<file path="src/rtl/uart_bram_pkg.sv">
// Shared state encoding, status bytes and command bit positions for the
// UART-to-EBR command controller.
package uart_bram_pkg;

  typedef enum logic [3:0] {
    IDLE,
    ADDR,
    COUNT,
    RD_ISSUE,
    RD_LATCH,
    TX_BYTE,
    TX_WAIT,
    RX_DATA,
    WR_MEM,
    RX_CSUM,
    TX_STATUS
  } state_t;

  localparam logic [7:0] ACK      = 8'hA5;
  localparam logic [7:0] CSUM_ERR = 8'hE1;
  localparam logic [7:0] NAK      = 8'hE0;

  localparam int CMD_RSVD = 7;
  localparam int CMD_WR   = 6;
  localparam int CMD_WB   = 5;
  localparam int CMD_CSUM = 4;

  function automatic int ceil_bytes(input int bits);
    return (bits + 7) / 8;
  endfunction

endpackage

</file>
<file path="src/rtl/uart_bram_cmd_ctrl_watchdog.sv">
// Rising-edge detect on the receive strobe plus an inter-byte timeout
// down-counter that reloads on every accepted byte or on restart.
module uart_rx_watchdog #(
  parameter int TIMEOUT_CYCLES = 1000000
) (
  input  logic clk,
  input  logic resetn,
  input  logic uart_rx_valid,
  input  logic restart,
  output logic byte_stb,
  output logic timeout
);

  localparam int CW = (TIMEOUT_CYCLES > 1) ? $clog2(TIMEOUT_CYCLES + 1) : 1;
  localparam logic [CW-1:0] LOAD = CW'(TIMEOUT_CYCLES - 1);

  logic          rx_valid_q;
  logic [CW-1:0] cnt;

  assign byte_stb = uart_rx_valid & ~rx_valid_q;
  // Terminal count only matters on a cycle that neither reloads nor accepts.
  assign timeout  = ~restart & ~byte_stb & (cnt == '0);

  always_ff @(posedge clk) begin
    if (!resetn) begin
      rx_valid_q <= 1'b0;
      cnt        <= LOAD;
    end else begin
      rx_valid_q <= uart_rx_valid;
      if (restart || byte_stb)
        cnt <= LOAD;
      else if (cnt != '0)
        cnt <= cnt - 1'b1;
    end
  end

endmodule

</file>
<file path="src/rtl/uart_bram_cmd_ctrl.sv">
// Byte-serial command parser performing multi-word block reads/writes to a
// selectable EBR bank, with optional XOR checksum and status replies.
//
// state     | meaning
// IDLE      | waiting for a command byte
// ADDR      | collecting base address bytes, MSB first
// COUNT     | collecting word count (N-1) bytes, MSB first
// RD_ISSUE  | rd_en pulse for the current word
// RD_LATCH  | capture mem_out into the shift register
// TX_BYTE   | launch the top byte of the shift register
// TX_WAIT   | skip one cycle, then wait for the transmitter to go idle
// RX_DATA   | assembling one write word
// WR_MEM    | wr_en pulse for the assembled word
// RX_CSUM   | waiting for the host checksum byte
// TX_STATUS | launch a status or read-checksum byte, then finish
module uart_bram_cmd_ctrl
  import uart_bram_pkg::*;
#(
  parameter int DATA_BYTES      = 2,
  parameter int ADDR_WIDTH      = 8,
  parameter int MEM_SELECT_BITS = 4,
  parameter int NUM_BLOCKS      = 16,
  parameter int TIMEOUT_CYCLES  = 1000000
) (
  input  logic                       clk,
  input  logic                       resetn,
  input  logic                       uart_rx_valid,
  input  logic [7:0]                 receive_data,
  input  logic                       uart_tx_busy,
  output logic                       uart_tx_en,
  output logic [7:0]                 uart_tx_data,
  input  logic [8*DATA_BYTES-1:0]    mem_out,
  output logic [MEM_SELECT_BITS-1:0] mem_select,
  output logic [ADDR_WIDTH-1:0]      mem_addr,
  output logic [8*DATA_BYTES-1:0]    write_data,
  output logic                       rd_en,
  output logic                       wr_en,
  output logic                       warmboot,
  output logic                       busy,
  output logic                       error
);

  localparam int DW  = 8 * DATA_BYTES;
  localparam int AB  = ceil_bytes(ADDR_WIDTH);
  localparam int FW  = 8 * AB;
  localparam int BIW = (DATA_BYTES > 1) ? $clog2(DATA_BYTES) : 1;
  localparam int FIW = (AB > 1) ? $clog2(AB) : 1;

  localparam logic [BIW-1:0]             LAST_BYTE = BIW'(DATA_BYTES - 1);
  localparam logic [FIW-1:0]             LAST_FLD  = FIW'(AB - 1);
  localparam logic [ADDR_WIDTH:0]        ONE_WORD  = (ADDR_WIDTH + 1)'(1);
  localparam logic [ADDR_WIDTH-1:0]      ADDR_ONE  = ADDR_WIDTH'(1);
  localparam logic [MEM_SELECT_BITS:0]   NB        = (MEM_SELECT_BITS + 1)'(NUM_BLOCKS);

  state_t                     state, state_n;
  logic [ADDR_WIDTH-1:0]      base, base_n, offset, offset_n;
  logic [FW-1:0]              fld, fld_n, fld_next;
  logic [FIW-1:0]             fld_cnt, fld_cnt_n;
  logic [ADDR_WIDTH:0]        words_left, words_left_n;
  logic [BIW-1:0]             byte_idx, byte_idx_n;
  logic [DW-1:0]              shift, shift_n, shift_in;
  logic [7:0]                 csum, csum_n, status, status_n;
  logic                       wr_op, wr_op_n, csum_en, csum_en_n;
  logic                       final_q, final_n, wait_first, wait_first_n;
  logic [MEM_SELECT_BITS-1:0] mem_select_n;
  logic                       warmboot_n, error_n;
  logic                       byte_stb, timeout, armed, bank_bad;

  uart_rx_watchdog #(
    .TIMEOUT_CYCLES(TIMEOUT_CYCLES)
  ) u_watchdog (
    .clk          (clk),
    .resetn       (resetn),
    .uart_rx_valid(uart_rx_valid),
    .restart      (~armed),
    .byte_stb     (byte_stb),
    .timeout      (timeout)
  );

  assign armed    = (state == ADDR) || (state == COUNT) ||
                    (state == RX_DATA) || (state == RX_CSUM);
  assign fld_next = (fld << 8) | FW'(receive_data);
  assign shift_in = (shift << 8) | DW'(receive_data);
  assign bank_bad = {1'b0, receive_data[MEM_SELECT_BITS-1:0]} >= NB;
  assign mem_addr   = base + offset;
  assign write_data = shift;
  assign busy       = (state != IDLE);

  always_ff @(posedge clk) begin
    if (!resetn) begin
      state      <= IDLE;
      base       <= '0;
      offset     <= '0;
      fld        <= '0;
      fld_cnt    <= '0;
      words_left <= '0;
      byte_idx   <= '0;
      shift      <= '0;
      csum       <= '0;
      status     <= '0;
      wr_op      <= 1'b0;
      csum_en    <= 1'b0;
      final_q    <= 1'b0;
      wait_first <= 1'b0;
      mem_select <= '0;
      warmboot   <= 1'b0;
      error      <= 1'b0;
    end else begin
      state      <= state_n;
      base       <= base_n;
      offset     <= offset_n;
      fld        <= fld_n;
      fld_cnt    <= fld_cnt_n;
      words_left <= words_left_n;
      byte_idx   <= byte_idx_n;
      shift      <= shift_n;
      csum       <= csum_n;
      status     <= status_n;
      wr_op      <= wr_op_n;
      csum_en    <= csum_en_n;
      final_q    <= final_n;
      wait_first <= wait_first_n;
      mem_select <= mem_select_n;
      warmboot   <= warmboot_n;
      error      <= error_n;
    end
  end

  always_comb begin
    state_n      = state;
    base_n       = base;
    offset_n     = offset;
    fld_n        = fld;
    fld_cnt_n    = fld_cnt;
    words_left_n = words_left;
    byte_idx_n   = byte_idx;
    shift_n      = shift;
    csum_n       = csum;
    status_n     = status;
    wr_op_n      = wr_op;
    csum_en_n    = csum_en;
    final_n      = final_q;
    wait_first_n = wait_first;
    mem_select_n = mem_select;
    warmboot_n   = warmboot;
    error_n      = error;
    rd_en        = 1'b0;
    wr_en        = 1'b0;
    uart_tx_en   = 1'b0;
    uart_tx_data = 8'h00;

    case (state)
      IDLE: begin
        final_n = 1'b0;
        if (byte_stb) begin
          if (receive_data[CMD_RSVD] || bank_bad) begin
            status_n = NAK;
            error_n  = 1'b1;
            state_n  = TX_STATUS;
          end else begin
            mem_select_n = receive_data[MEM_SELECT_BITS-1:0];
            warmboot_n   = receive_data[CMD_WB];
            wr_op_n      = receive_data[CMD_WR];
            csum_en_n    = receive_data[CMD_CSUM];
            error_n      = 1'b0;
            fld_n        = '0;
            fld_cnt_n    = '0;
            state_n      = ADDR;
          end
        end
      end

      ADDR, COUNT: begin
        if (timeout) begin
          error_n = 1'b1;
          state_n = IDLE;
        end else if (byte_stb) begin
          fld_n = fld_next;
          if (fld_cnt == LAST_FLD) begin
            fld_n     = '0;
            fld_cnt_n = '0;
            if (state == ADDR) begin
              base_n  = fld_next[ADDR_WIDTH-1:0];
              state_n = COUNT;
            end else begin
              // Count field carries N-1; the extra bit holds N = 2^ADDR_WIDTH.
              words_left_n = {1'b0, fld_next[ADDR_WIDTH-1:0]} + ONE_WORD;
              offset_n     = '0;
              byte_idx_n   = '0;
              csum_n       = '0;
              shift_n      = '0;
              state_n      = wr_op ? RX_DATA : RD_ISSUE;
            end
          end else begin
            fld_cnt_n = fld_cnt + 1'b1;
          end
        end
      end

      RD_ISSUE: begin
        rd_en   = 1'b1;
        state_n = RD_LATCH;
      end

      RD_LATCH: begin
        shift_n    = mem_out;
        byte_idx_n = '0;
        state_n    = TX_BYTE;
      end

      TX_BYTE: begin
        uart_tx_en   = 1'b1;
        uart_tx_data = shift[DW-1 -: 8];
        csum_n       = csum ^ shift[DW-1 -: 8];
        wait_first_n = 1'b1;
        state_n      = TX_WAIT;
      end

      TX_STATUS: begin
        uart_tx_en   = 1'b1;
        uart_tx_data = status;
        final_n      = 1'b1;
        wait_first_n = 1'b1;
        state_n      = TX_WAIT;
      end

      TX_WAIT: begin
        wait_first_n = 1'b0;
        if (!wait_first && !uart_tx_busy) begin
          if (final_q) begin
            state_n = IDLE;
          end else if (byte_idx == LAST_BYTE) begin
            byte_idx_n   = '0;
            offset_n     = offset + ADDR_ONE;
            words_left_n = words_left - ONE_WORD;
            if (words_left == ONE_WORD) begin
              if (csum_en) begin
                status_n = csum;
                state_n  = TX_STATUS;
              end else begin
                state_n = IDLE;
              end
            end else begin
              state_n = RD_ISSUE;
            end
          end else begin
            shift_n    = shift << 8;
            byte_idx_n = byte_idx + 1'b1;
            state_n    = TX_BYTE;
          end
        end
      end

      RX_DATA: begin
        if (timeout) begin
          error_n = 1'b1;
          state_n = IDLE;
        end else if (byte_stb) begin
          shift_n = shift_in;
          csum_n  = csum ^ receive_data;
          if (byte_idx == LAST_BYTE) begin
            byte_idx_n = '0;
            state_n    = WR_MEM;
          end else begin
            byte_idx_n = byte_idx + 1'b1;
          end
        end
      end

      WR_MEM: begin
        wr_en        = 1'b1;
        offset_n     = offset + ADDR_ONE;
        words_left_n = words_left - ONE_WORD;
        if (words_left == ONE_WORD) begin
          if (csum_en) begin
            state_n = RX_CSUM;
          end else begin
            status_n = ACK;
            state_n  = TX_STATUS;
          end
        end else begin
          state_n = RX_DATA;
        end
      end

      RX_CSUM: begin
        if (timeout) begin
          error_n = 1'b1;
          state_n = IDLE;
        end else if (byte_stb) begin
          if (receive_data == csum) begin
            status_n = ACK;
          end else begin
            status_n = CSUM_ERR;
            error_n  = 1'b1;
          end
          state_n = TX_STATUS;
        end
      end

      default: state_n = IDLE;
    endcase
  end

endmodule

</file>
<file path="config.mk">
export PLATFORM = sky130hd
export DESIGN_NAME = uart_bram_cmd_ctrl
export DESIGN_NICKNAME = d
export VERILOG_FILES = /design/src/rtl/uart_bram_pkg.sv /design/src/rtl/uart_bram_cmd_ctrl_watchdog.sv /design/src/rtl/uart_bram_cmd_ctrl.sv
export SDC_FILE = /design/constraint.sdc
export NUM_CORES = 1
export LEC_CHECK = 0
export CAP_MARGIN = 25
export CORE_MARGIN = 2
export CORE_UTILIZATION = 33
export CTS_CLUSTER_SIZE = 12
export DETAILED_ROUTE_END_ITERATION = 8
export PLACE_DENSITY = 0.5
export SLEW_MARGIN = 10
export SYNTH_ARGS = -nofsm -noshare
export SYNTH_HDL_FRONTEND = slang
export SYNTH_SLANG_ARGS = --single-unit
</file>
<file path="constraint.sdc">
create_clock -name clk -period 4 [get_ports clk]
set_input_delay 1 -clock clk [delete_from_list [all_inputs] [get_ports clk]]
set_output_delay 1 -clock clk [all_outputs]
set_load 0.005 [all_outputs]
</file>
==> impl_metrics.tcl, run 1 <==
set metrics [dict create \
    crit_fanout 6 \
    synth-edff-count 0 \
    port_buffers 69 \
    die_w_um 132 \
    synth_warnings 0 \
    grt_max_degree 33 \
    yosysMostFrequentCell "dfxtp_1" \
    io_pins 70 \
    synth_commonest_cells "93 x dfxtp_1, 77 x nand2_1, 60 x nor2_1, 33 x a21oi_1" \
    min_path_type "flop to flop" \
    grt.overflow.total 0 \
    leakage_uw 0.00251 \
    nets 758 \
    drtIter0Drc 364 \
    final_cells 937 \
    cts-root-buf "clkbuf_16" \
    synthXorXnorAreaFrac_pct 7.77 \
    clk_latency_ps 350 \
    clockBufferDepth 2 \
    die_h_um 132 \
    post-cts-setup-buffers 0 \
    crit_type "flop to output port" \
    p_int_uw 2090 \
    synth_compound_area_share_pct 20.9 \
    timing.slew.headroom_pct 31.1 \
    vdd_drop_max_mv 0.204 \
    area_growth_syn_to_layout_pct 21.1 \
    post-route-min-period_ps 3760 \
    synth_cell_type_count 66 \
    diodes 0 \
    grt_pass1_vias 4663 \
    start_util_pct 33.9 \
    dp.cells 921 \
    synthSimpleGateAreaFrac_pct 26.1 \
    route.detailed.drc 0 \
    wirelength_mm 15.3 \
    rsz0062_at_grt "false" \
    ys.flop_type "dfxtp_1" \
    grt_use_met1_pct 24.8 \
    pwr-share-clk_pct 25.3 \
    setup.worst_path.start "offset[0]$_SDFFE_PN0P_" \
    seq_power_share_pct 37.0 \
    max_freq_mhz 266 \
    grt_first_pass_wirelength_mm 25.0 \
    dr.pass1.iters 6 \
    cts_made_buffers 9 \
    coreArea_um2 15900 \
    synth_mux_area_share_pct 2.24 \
    post-route-period-util_pct 94.0 \
    yosysTopAreaCell "dfxtp_1" \
    power_density_nw_per_um2 502 \
    clkSinkCount 93 \
    cp_cell_sequence "ha_1 > inv_1 > fa_1 > nor2b_1 > o21ai_0 > a21boi_0 > o21a_1 > nor2_1 > xnor2_1 > clkdlybuf4s50_1" \
    r2r_slack_ps 1410 \
    fillers 1642 \
    critPathBufInv 2 \
    fin_skew_ps 7.57 \
    htree_levels 3 \
    crit_path_start_kind "flop" \
    report.final.slew_viol_count 0 \
    cts.clk_slew.worst_paths_ps 60 \
    yosys.area_share.adder_pct 3.38 \
    post_cts_resize_count 0 \
    dieArea_um2 17400 \
    p_comb_share_pct 37.7 \
    grtUsageTotal_pct 17.7 \
    reg2reg_from "state[3]$_SDFFE_PN0P_" \
    p_sw_uw 1190 \
    ctsHoldBuffers 0 \
    synth_top_family_by_area "simple AND/OR/NAND/NOR gates" \
    cp_data_arrival_time_ps 2760 \
    detailedPlacementHpwl_mm 11.2 \
    end_kind "output port" \
    required_ps 3000 \
    syn_avg_cell_area_um2 8.13 \
    setup-tns-final_ps 0 \
    place_congestion 0.954 \
    cts_tree "done" \
    antenna_found_initial 0 \
    top_usage_layer "met2" \
    finalHoldViolations 0 \
    vias_per_cell 5.27 \
    num_vias 4939 \
    sw_frac_of_total_pct 36.3 \
    ys_ff_latch 93 \
    synth-async-reset-ratio_pct 0 \
    drive_gt1_share_pct 6.93 \
    wl_per_cell_um 16.4 \
    synth_fp_nets 708 \
    synthCells 666 \
    use_met2_pct 27.2 \
    slowest_stage "clkdlybuf4s50_1" \
    min_from "u_watchdog.cnt[19]$_SDFFE_PP1P_" \
    synthTopCellsByArea "dfxtp_1 34%, nand2_1 5.3%, xnor2_1 4.5%" \
    max_stage_delay_ps 510 \
    drtAntennaViolNets 0 \
    ys_seq_area_share_pct 34.4 \
    setup_viol 0 \
    crit_family "adder cells" \
    worstMarginPinSlew_ps 1030 \
    status "finished, final reports clean" \
    row_count 46 \
    grtUsageMet3_pct 3.77 \
    synth_top_area_share_pct 34.4 \
    maxCapViolations 0 \
    synth.cell_area_um2 5410 \
]
through the flow:
stage | instance area (µm²) | total power (µW) | worst slack [ps] | util [%] | hold WS [ps]
6_report | 6550 | 3290 | 238 | 41.1 | 479
5_1_grt | 6550 | 3510 | 8.54 | 41.1 | 508
2_1_floorplan | 5410 | 2010 | 1270 | - | 441
3_5_place_dp | 6270 | 2470 | 574 | 39.3 | 469
4_1_cts | 6550 | 3320 | 179 | 41.1 | 485
3_3_place_gp | 6260 | 2460 | 630 | 39.2 | 463
flip-flops by register name, indices dropped and copies added (netlist names), 4 cells and up:
register and cells:
base 8, csum 8, mem_select 4, offset 8, state 4, status 8
u_watchdog.cnt 20, words_left 9, write_data 16
layer usage:
metal	up-vias	wire length [µm]
li1	2464	-
met1	2322	7420
met2	141	6950
met3	12	802
met4	0	157
met5	-	0
kinds of logic (layout without fill, tap and decap cells):
group | after synthesis | after routing
buffers and inverters | 63 | 118
multiplexers | 12 | 12
flip-flops | 93 | 93
AND/OR/NAND/NOR | 276 | 276
adder cells (fa/ha/maj) | 14 | 14
AO/OA/AOI/OAI | 160 | 160
XOR/XNOR | 48 | 48
layout by cell type, fill, tap and decap left out, types with 13 or more instances in the layout:
master           instances
nor2b_1                 18
a21boi_0                17
clkdlybuf4s50_1         68
o21ai_0                 32
a21oi_1                 33
nor3_1                  16
ha_1                    13
inv_1                   19
xor2_1                  20
buf_4                   13
xnor2_1                 28
nor2_1                  60
dfxtp_1                 93
o211a_1                 18
nand2_1                 77
nand3_1                 32
path summary, 6_finish.rpt:
| kind | end | cells after the start |
|---|---|---|
| setup reg to reg | write_data[7]$_SDFFE_PN0P_ | 8 |
| setup / recovery | mem_addr[6] | 10 |
| hold reg to reg | u_watchdog.cnt[19]$_SDFFE_PP1P_ | 1 |
| hold / removal | u_watchdog.cnt[19]$_SDFFE_PP1P_ | 1 |
final cells by class:
cell class / instances / area (µm²) / area share, %
repair buffers: 83 / 795 / 12.1
inverters: 19 / 71.3 / 1.09
flip-flops and latches: 93 / 1860 / 28.4
clock inverters: 4 / 30.0 / 0.458
multi-input cells: 510 / 3270 / 49.9
clock buffers: 12 / 256 / 3.91
well taps: 216 / 270 / 4.12
power by group through the flow:
stage	logic, µW	clock network [µW]	registers, µW
after floorplan	807	0	1200
after global placement	1220	0	1240
after detailed placement	1230	0	1240
after CTS	1240	862	1220
after global routing	1370	897	1240
final	1240	832	1220
No activity file was read; power rests on OpenSTA's default activity.
==> run 2: changes to the inputs <==
Settings changed: CORE_MARGIN 2 to not set.
==> run 2 against run 1 <==
Effect of this change:
- hold slack lost 13 ps
- utilization shrank 0.086 points
- non-clock buffer count shrank 2
- final area shrank 0.21%
- sequential share of layout area grew 0.060 points
- combinational power is essentially flat
- first-iteration DRC count grew 5.8%
- via count grew 0.20%
- global-route usage grew 1.2 points
- flip-flop and latch count is the same
- highest routed layer unchanged
==> impl_metrics.tcl, run 2 (synthesis results as in run 1) <==
set metrics [dict create \
    max_stage_delay_ps 510 \
    grt_first_pass_wirelength_mm 24.6 \
    diodes 0 \
    report.final.slew_viol_count 0 \
    final_util_pct 41.0 \
    dp_worst_setup_slack_ps 592 \
    area_growth_syn_to_layout_pct 20.9 \
    cp_cell_sequence "ha_1 > inv_1 > fa_1 > nor2b_1 > o21ai_0 > a21boi_0 > o21a_1 > nor2_1 > xnor2_1 > clkdlybuf4s50_1" \
    cp_data_arrival_time_ps 2760 \
    post_cts_resize_count 0 \
    wl_per_cell_um 16.3 \
    cts.clk_slew.worst_paths_ps 70 \
    crit_fanout 6 \
    hold_ws_ps 465 \
    cts-root-buf "clkbuf_16" \
    clk_latency_ps 350 \
    ctsHoldBuffers 0 \
    die_h_um 130 \
    maxCapViolations 0 \
    post-route-min-period_ps 3760 \
    fin_ws_ps 241 \
    cts_made_buffers 9 \
    final_cell_mix "93 x dfxtp_1, 77 x nand2_1, 68 x clkdlybuf4s50_1" \
    fillers 1659 \
    row_count 46 \
    htree_levels 3 \
    worstMarginPinSlew_ps 941 \
    post-cts-setup-buffers 0 \
    clkSinkCount 93 \
    drtAntennaViolNets 0 \
    grtUsageTotal_pct 18.9 \
    detailedPlacementHpwl_mm 11.1 \
    dr.pass1.iters 5 \
    grt.overflow.total 0 \
    fin_skew_ps 7.23 \
    status "finished, final reports clean" \
    drtIter0Drc 385 \
    crit_path_start_kind "flop" \
    port_buffers 69 \
    layout_commonest_cell "dfxtp_1" \
    power_density_nw_per_um2 500 \
    post-route-period-util_pct 94.0 \
    largest_register_ffs 20 \
    place_congestion 0.851 \
    start_util_pct 33.9 \
    clockBufferDepth 2 \
    timing.slew.headroom_pct 37.0 \
    nets 756 \
    die_w_um 130 \
    max_freq_mhz 266 \
    io_pins 70 \
    leakage_uw 0.00249 \
    vias_per_cell 5.29 \
    antenna_found_initial 0 \
    wirelength_mm 15.3 \
    vdd_drop_max_mv 0.232 \
    num_vias 4949 \
    setup_viol 0 \
    required_ps 3000 \
    coreArea_um2 15900 \
    setup-tns-final_ps 0 \
    slowest_stage "clkdlybuf4s50_1" \
    route.detailed.drc 0 \
    cts_tree "done" \
    end_kind "output port" \
    crit_type "flop to output port" \
    drive_gt1_share_pct 6.68 \
    dieArea_um2 16900 \
    min_path_type "flop to flop" \
    finalHoldViolations 0 \
    grt_max_degree 33 \
    grt_pass1_vias 4544 \
    rsz0062_at_grt "false" \
    regMostFlops "u_watchdog.cnt" \
]
-- run 2: changes by cell type in the layout (fill, tap and decap cells not counted), sizes merged --
cell      change
buf           -2
clkinvlp      +2
clkinv        -2
-- run 2: per-layer routing --
| metal | wire [µm] | global-route usage [%] |
|---|---|---|
| met5 | 0 | 0 |
| met4 | 134 | 4.31 |
| met3 | 512 | 3.24 |
| met2 | 7060 | 29.8 |
| met1 | 7570 | 26.8 |
-- run 2: final timing paths --
kind	startpoint	end	slack, ps	cells after the start
worst max register to register	state[0]$_SDFFE_PN0P_	words_left[8]$_SDFFE_PN0P_	1370	9
worst min-delay path	mem_select[0]$_SDFFE_PN0P_	mem_select[0]$_SDFFE_PN0P_	470	2
worst max-delay path	offset[0]$_SDFFE_PN0P_	mem_addr[6]	240	10
worst min register to register	mem_select[0]$_SDFFE_PN0P_	mem_select[0]$_SDFFE_PN0P_	470	2
-- run 2: power breakdown --
| part | internal (µW) | switching, µW |
|---|---|---|
| registers | 1070 | 153 |
| clock network | 458 | 373 |
| logic | 558 | 657 |
| total | 2090 | 1180 |
-- run 2: final cells by class --
cell class                 count  area (µm²)  share of cell area [%]
multi-input combinational    510        3270                    50.0
sequential                    93        1860                    28.5
clock inverter                 4        31.3                   0.478
clock buffer                  12         256                    3.92
tap                          216         270                    4.13
timing repair buffer          81         779                    11.9
inverter                      19        71.3                    1.09
-- run 2: critical path: cells and delay by family, from the launching register on --
kind,cells,cell delay (ps)
XOR/XNOR,1,130
adder cells (fa/ha/maj),2,610
AND/OR/NAND/NOR,2,160
flip-flops,1,440
AO/OA/AOI/OAI,3,510
buffers and inverters,2,570
-- run 2: through the flow --
step           instances  power (µW)  instance area, µm²
5_1_grt              935        3510                6540
3_5_place_dp         919        2460                6250
6_report             935        3270                6540
3_3_place_gp         918        2450                6240
2_1_floorplan        666        2010                5410
4_1_cts              935        3310                6540
